**config.mk**
```make
export PLATFORM = sky130hd
export DESIGN_NAME = mlp_layer_sequencer
export DESIGN_NICKNAME = d
export VERILOG_FILES = /design/src/rtl/mlp_layer_sequencer.sv
export SDC_FILE = /design/constraint.sdc
export NUM_CORES = 1
export LEC_CHECK = 0
export BUFFER_PORTS_ARGS = -buffer_cell sky130_fd_sc_hd__buf_2
export CORE_MARGIN = 4
export CORE_UTILIZATION = 39
export CTS_CLUSTER_DIAMETER = 80
export CTS_CLUSTER_SIZE = 10
export DETAILED_ROUTE_END_ITERATION = 10
export MAX_ROUTING_LAYER = met4
export SETUP_SLACK_MARGIN = 0.2
export SYNTH_ARGS = -nofsm -noshare
export SYNTH_HDL_FRONTEND = slang
export SYNTH_SLANG_ARGS = --single-unit
export TNS_END_PERCENT = 1
```
**constraint.sdc**
```tcl
create_clock -name clk_i -period 1.9 [get_ports clk_i]
set_input_delay 0.095 -clock clk_i [delete_from_list [all_inputs] [get_ports clk_i]]
set_output_delay 0.095 -clock clk_i [all_outputs]
set_load 0.01 [all_outputs]
```
**src/rtl/mlp_layer_sequencer.sv**
```systemverilog
// Address/strobe sequencer for one fully-connected MLP layer: walks every output neuron over
// every input neuron and emits the MAC enable plus the accumulator flush pulse.
module mlp_layer_sequencer #(
  parameter int unsigned NUM_INPUTS  = 64,
  parameter int unsigned NUM_OUTPUTS = 16,
  parameter int unsigned ADDR_W      = 12
) (
  input  logic              clk_i,
  input  logic              rst_ni,
  input  logic              start_i,
  input  logic              stall_i,
  output logic              busy_o,
  output logic              done_o,
  output logic              mac_en_o,
  output logic [11:0]       in_addr_o,
  output logic [ADDR_W-1:0] weight_addr_o,
  output logic              reset_mult_acc_o,
  output logic [11:0]       out_neuron_addr_o
);

  typedef enum logic [1:0] {StIdle, StRun, StFlush, StDone} state_e;

  localparam logic [11:0] InLast  = 12'(NUM_INPUTS - 1);
  localparam logic [11:0] OutLast = 12'(NUM_OUTPUTS - 1);

  state_e            st_q, st_d;
  logic [11:0]       in_q, in_d;
  logic [11:0]       out_q, out_d;
  logic [ADDR_W-1:0] w_q, w_d;
  logic              mac_q, mac_d;
  logic              rma_q, rma_d;
  logic              done_q, done_d;
  logic              busy_q, busy_d;

  // Registers hold the operation presented this cycle; a stall re-presents the same
  // addresses with the strobes cleared and leaves the sequencing position untouched.
  always_comb begin
    st_d   = st_q;
    in_d   = in_q;
    out_d  = out_q;
    w_d    = w_q;
    mac_d  = 1'b0;
    rma_d  = 1'b0;
    done_d = 1'b0;
    unique case (st_q)
      StIdle: begin
        if (start_i) begin
          st_d  = StRun;
          in_d  = '0;
          out_d = '0;
          w_d   = '0;
          mac_d = 1'b1;
        end
      end
      StRun: begin
        if (!stall_i) begin
          w_d = w_q + ADDR_W'(1);
          if (in_q == InLast) begin
            st_d  = StFlush;
            rma_d = 1'b1;
          end else begin
            in_d  = in_q + 12'd1;
            mac_d = 1'b1;
          end
        end
      end
      StFlush: begin
        if (!stall_i) begin
          if (out_q == OutLast) begin
            st_d   = StDone;
            done_d = 1'b1;
          end else begin
            st_d  = StRun;
            out_d = out_q + 12'd1;
            in_d  = '0;
            mac_d = 1'b1;
          end
        end
      end
      StDone: begin
        st_d = StIdle;
      end
      default: begin
        st_d = StIdle;
      end
    endcase
    busy_d = (st_d == StRun) || (st_d == StFlush);
  end

  always_ff @(posedge clk_i or negedge rst_ni) begin
    if (!rst_ni) begin
      st_q   <= StIdle;
      in_q   <= '0;
      out_q  <= '0;
      w_q    <= '0;
      mac_q  <= 1'b0;
      rma_q  <= 1'b0;
      done_q <= 1'b0;
      busy_q <= 1'b0;
    end else begin
      st_q   <= st_d;
      in_q   <= in_d;
      out_q  <= out_d;
      w_q    <= w_d;
      mac_q  <= mac_d;
      rma_q  <= rma_d;
      done_q <= done_d;
      busy_q <= busy_d;
    end
  end

  assign busy_o            = busy_q;
  assign done_o            = done_q;
  assign mac_en_o          = mac_q;
  assign in_addr_o         = in_q;
  assign weight_addr_o     = w_q;
  assign reset_mult_acc_o  = rma_q;
  assign out_neuron_addr_o = out_q;

endmodule

```
# Yosys cells after proc, flatten, opt, wreduce, memory -nomap -nowiden

Index checks and enable logic that the tools add are counted.

Register bits: 42
Input port bits: 4
Output and inout bits: 40
Logic and storage cells: 60

Add/sub/neg operators: 3
Eq/ne operators: 12
Multiplexer cells: 29
Reduce and logical (&&, ||, !) cells: 8

Operators with widths:

| cell                                                 | number |
|---|---|
| 2-to-1 mux 12 bit                                    | 8 |
| one-hot mux 12 bit (2 select lines)                  | 2 |
| adder 12 x 1 -> 12 bit, second input constant        | 3 |
| one-hot mux 12 bit (3 select lines)                  | 1 |
| equality test 12 x 4 -> 1 bit, second input constant | 1 |
| equality test 12 x 6 -> 1 bit, second input constant | 1 |
| 2-to-1 mux 1 bit                                     | 11 |
| 2-to-1 mux 2 bit                                     | 5 |
| != test 2 bit, second input constant                 | 5 |
| one-hot mux 2 bit (4 select lines)                   | 1 |
| equality test 2 bit, second input constant           | 3 |
| AND reduction 6 bit                                  | 1 |
| equality test 2 x 1 -> 1 bit, second input constant  | 2 |
| AND reduction 4 bit                                  | 1 |
| nonzero test 2 bit                                   | 2 |
| one-hot mux 1 bit (3 select lines)                   | 1 |
| AND reduction 3 bit                                  | 1 |
| nonzero test 3 bit                                   | 1 |
| logical NOT 2 bit                                    | 1 |
| logical OR 1 bit                                     | 1 |

# Depth between registers and ports, before layout

Word-level depth: 6
Mapped depth: 6
Mapped depth without buffers: 5

# Least setup slack after synthesis

Ideal clock, no wire load.

Path kind: register -> register
Start: reg in_q[0], in the netlist in_addr_o[0]
End: reg in_q[3], in the netlist in_addr_o[3]
Library setup time: 0.078 ns
Arrival: 1.847 ns
Required time: 1.822 ns
Slack: -0.025 ns
Stages on the path, launching flop included: 7
Buffers on the path: 1
Clock period less this slack: 1.925 ns
Cells stage by stage: dfrtp_1 > ha_1 > and3_1 > and4_1 > clkbuf_1 > or4_1 > a21oi_1

Cells in the longest elaborated chain, start to end: 4
Elaborated cells on any way between the ends: 7
Classes of those cells: 1 x add/sub; 2 x eq/ne; 3 x mux; 1 x reduce/logical

Ends and longest elaborated chain:

| item                                | line | RTL |
|---|---|---|
| start: declaration                  | 27   | `logic [11:0] in_q, in_d;` |
| start signal: assignment            | 102  | `in_q <= in_d;` |
| adder 12 x 1 -> 12 bit              | 62   | `in_d = in_q + 12'd1;` |
| 2-to-1 mux 12 bit                   | 58   | `if (in_q == InLast) begin` |
| 2-to-1 mux 12 bit                   | 56   | `if (!stall_i) begin` |
| one-hot mux 12 bit (3 select lines) | 45   | `unique case (st_q)` |

Several ways; a longest one is shown, not always the timed one. The select of a mux whose other input is x is not followed.
A chain may end at the register's enable or synchronous reset.

# Final worst setup path

Start: reg in_q[8], in the netlist in_addr_o[8]
End: reg in_q[0], in the netlist in_addr_o[0]

Cells in the longest elaborated chain, start to end: 3

Ends and longest elaborated chain:

| item                                 | line |
|---|---|
| equality test 12 x 6 -> 1 bit        | 58 |
| != test 2 bit (no source line)       | - |
| AND reduction 6 bit (no source line) | - |

Every way passes these cells.

==> out/qor.txt <==
=================================================================================
Data arrival, critical path ........................................      1.93 ns
Cell at the root of the clock tree ................................. sky130_fd_sc_hd__clkbuf_8
Required time worst endpoint .......................................      2.09 ns
Cell leakage power .................................................     1.431 nW
Max rail drop VDD ..................................................    0.4300 mV
Pin count of the biggest net entering global routing ...............           17
Synth Net Count ....................................................          239
Post-synthesis instance area .......................................    2238 um^2
Number of iterations in the first detailed-routing pass ............            4
Cell taking the most area after synthesis .......................... sky130_fd_sc_hd__dfrtp_1
Clock sink count ...................................................           42
Initial Util .......................................................       0.4040
WL final ...........................................................     5.993 mm
Number of rows in the core area ....................................           27
Final #Nets ........................................................          320
Fraction of the yosys area taken by sequential cells ...............       0.4695
Proportion of layout cells with a drive suffix above 1 .............       0.3854
Number of global-route vias before repair ..........................         1988
Layout area overhead ...............................................       34.71%
Startpoint types ...................................................    flip-flop
Post-layout power ..................................................     2.366 mW
Gr usage total .....................................................       0.1759
Final antenna-violating net count ..................................            0
Number of warnings issued by yosys .................................            0
First-pass GRT wire length .........................................     9.784 mm
Most frequent cells in the layout .................................. sky130_fd_sc_hd__buf_2 (43), sky130_fd_sc_hd__dfrtp_1 (39), sky130_fd_sc_hd__buf_4 (37)
Placeable core region ..............................................    5540 um^2
Highest Clock Rate .................................................    573.4 MHz
Number of vias per cell after detailed routing .....................        5.523
RSZ-0062 raised after global routing ...............................          yes
CP max FO ..........................................................            5
Setup violations, final ............................................            0
Floorplan die area .................................................    7016 um^2
Crit path capture type .............................................    flip-flop
Hold Path Stages ...................................................            3
CTS Buffer Depth ...................................................            2
Horizontal extent of the die .......................................     83.76 um
Residual overflow from global routing ..............................            0
Number of I/O pins .................................................           44
CTS tree ...........................................................        built
Register clock-pin slew on the reported worst setup and hold paths .      0.08 ns
Number of standard cells after synthesis ...........................          232
Clock latency at the later pin of the worst-skew pair ..............      0.30 ns
Time the worst path needs with I/O delays and setup ................     1.744 ns
Ratio of final minimum period to clock period ......................       0.9180
DR iter-0 viols ....................................................          120
Total of buffers placed on input and output ports ..................           43
Fraction of synthesized cell area taken by the top area cell type ..       0.4695
Power density over the cells ....................................... 784.6 nW/um^2
Distinct cells, synth ..............................................           40
Run status .........................................................    completed
Number of fill cells in the layout .................................          542
Count of antenna diodes in the layout ..............................            0
Slew HR ............................................................       0.7341
TritonCTS buffer count .............................................            5
Vertical die dimension .............................................     83.76 um
Number of antenna violations at the first check in global routing ..            0
Final Slew Violations ..............................................            0
Post-route setup slack .............................................    0.1559 ns
Number of H-tree levels ............................................            2
Worst clock skew on the final layout ...............................  0.004708 ns
Final-report hold violation count ..................................            0
Leading cell types by total area after synthesis ................... sky130_fd_sc_hd__dfrtp_1 (47%), sky130_fd_sc_hd__nor2_1 (3.9%), sky130_fd_sc_hd__xor2_1 (3.1%), sky130_fd_sc_hd__nand4_1 (3.1%), sky130_fd_sc_hd__nand2_1 (3.0%)
Most common cell after layout, fill and taps aside ................. sky130_fd_sc_hd__buf_2
Via total after detailed routing ...................................         2132
Global placement routability congestion ............................       0.8089
Total negative slack for setup checks ..............................         0 ns
Number of maximum-capacitance violations ...........................            0
Worst slew pin tran ................................................    0.3977 ns
Min-Delay Path Class ...............................................    in -> reg
Worst setup slack before clock tree synthesis ......................   0.06751 ns
Routed wire per std cell ...........................................     15.53 um
Worst reg-to-reg path cell count ...................................            5
Yosys reg bits .....................................................           42
Average size of a mapped cell ......................................   9.648 um^2
CP Class ...........................................................   reg -> reg
HPWL after detailed placement ......................................     4.175 mm
DRC viols ..........................................................            0
=================================================================================
## where the power goes
| part | internal, mW | leakage, nW | switching (mW) | total, mW |
|---|---|---|---|---|
| sequential | 0.998 | 0.560 | 0.122 | 1.12 |
| combinational | 0.293 | 0.822 | 0.345 | 0.638 |
| clock | 0.294 | 0.0482 | 0.315 | 0.608 |
## layout make-up
cell class,instances,area [um^2],area share
Sequential cell,42,1055,0.3498
Clock buffer,7,86.33,0.02863
Tap cell,72,90.09,0.02988
Inverter,3,11.26,0.003734
Timing Repair Buffer,84,536.8,0.1780
Clock inverter,1,5.005,0.001660
Multi-Input combinational cell,177,1231,0.4083
## per-stage QoR
step	cell area (um^2)	hold WS [ns]	utilization	cells
finish	3015	0.1948	0.5443	386
global route	3015	0.2105	0.5443	386
CTS	2872	0.1766	0.5183	375
detailed placement	2746	0.04459	0.4957	366
global placement	2746	0.03776	0.4957	366
floorplan	2268	-0.2006	-	232
## sequential cells by signal, indices dropped and copies added (netlist names)
signal / cells
busy_o: 1
done_o: 1
in_addr_o: 12
mac_en_o: 1
out_neuron_addr_o: 12
reset_mult_acc_o: 1
st_q: 2
weight_addr_o: 12
## synthesized netlist by cell type
library cell and count:
sky130_fd_sc_hd__mux2i_1 3, sky130_fd_sc_hd__a21oi_1 13, sky130_fd_sc_hd__nand2b_1 1, sky130_fd_sc_hd__and4bb_2 1, sky130_fd_sc_hd__a311o_1 1, sky130_fd_sc_hd__and4_1 3, sky130_fd_sc_hd__dfrtp_1 42, sky130_fd_sc_hd__a32o_1 1
sky130_fd_sc_hd__clkbuf_1 6, sky130_fd_sc_hd__a31oi_1 3, sky130_fd_sc_hd__and3_1 10, sky130_fd_sc_hd__a2111oi_4 2, sky130_fd_sc_hd__or3_1 6, sky130_fd_sc_hd__or4_1 6, sky130_fd_sc_hd__a22oi_1 1, sky130_fd_sc_hd__o21ai_1 2
sky130_fd_sc_hd__nand2_1 18, sky130_fd_sc_hd__xnor2_1 3, sky130_fd_sc_hd__o22ai_1 2, sky130_fd_sc_hd__inv_1 3, sky130_fd_sc_hd__buf_2 5, sky130_fd_sc_hd__and2_1 3, sky130_fd_sc_hd__o211ai_1 2, sky130_fd_sc_hd__nand4_1 11
sky130_fd_sc_hd__o21ai_0 11, sky130_fd_sc_hd__nor4_1 3, sky130_fd_sc_hd__a41o_1 2, sky130_fd_sc_hd__ha_1 3, sky130_fd_sc_hd__a31o_2 2, sky130_fd_sc_hd__nor2_1 23, sky130_fd_sc_hd__xor2_1 8, sky130_fd_sc_hd__o31ai_1 5
sky130_fd_sc_hd__nor3_1 2, sky130_fd_sc_hd__nor3b_1 4, sky130_fd_sc_hd__a22o_1 1, sky130_fd_sc_hd__nand3_1 13, sky130_fd_sc_hd__a211oi_2 2, sky130_fd_sc_hd__nand2_2 1, sky130_fd_sc_hd__or3b_1 3, sky130_fd_sc_hd__a31o_1 1
## worst max-delay path, stage by stage (launching register included)
cell and delay [ns]:
sky130_fd_sc_hd__dfrtp_1 0.43, sky130_fd_sc_hd__nor4_1 0.36, sky130_fd_sc_hd__nand4_1 0.24, sky130_fd_sc_hd__buf_4 0.22, sky130_fd_sc_hd__a22o_1 0.18, sky130_fd_sc_hd__a32o_1 0.21
## cell families after synthesis
logic type | after synthesis | synth area share
adder cells (fa/ha/maj) | 3 | 0.01677
AND/OR/NAND/NOR | 108 | 0.2627
multiplexers | 3 | 0.01342
XOR/XNOR | 11 | 0.04304
flip-flops | 42 | 0.4695
AO/OA/AOI/OAI | 51 | 0.1682
buffers and inverters | 14 | 0.02627
## layer usage
metal	part of all wire	GRT usage	vias up	routed length [um]
met2	0.46	0.2719	59	2778
li1	-	-	1036	-
met3	0.049	0.04146	7	296
met4	0.011	0.05117	0	63
met1	0.48	0.2310	1030	2854
met5	0	-	-	0
## path summary, 6_finish.rpt
| kind | start | endpoint | slack (ns) |
|---|---|---|---|
| min | start_i | busy_o | 0.19 |
| min in group asynchronous | rst_ni | reset_mult_acc_o | 0.24 |
| min reg2reg | out_neuron_addr_o[11] | out_neuron_addr_o[11] | 0.57 |
| max reg2reg | in_addr_o[8] | in_addr_o[0] | 0.16 |
| max | in_addr_o[8] | in_addr_o[0] | 0.16 |
| max in group asynchronous | rst_ni | in_addr_o[0] | 1.11 |
## timing repair
action | 4_1_cts | 5_1_grt
setup endpoints to repair | 23 | 21
buffers inserted | 0 | 10
resized for setup | 6 | 17
cloned | 0 | 1
hold buffers | 1 | 0
pin swaps | 0 | 14
endpoints found under the hold margin | 14 | 0
Power figures use the tool's default switching activity.
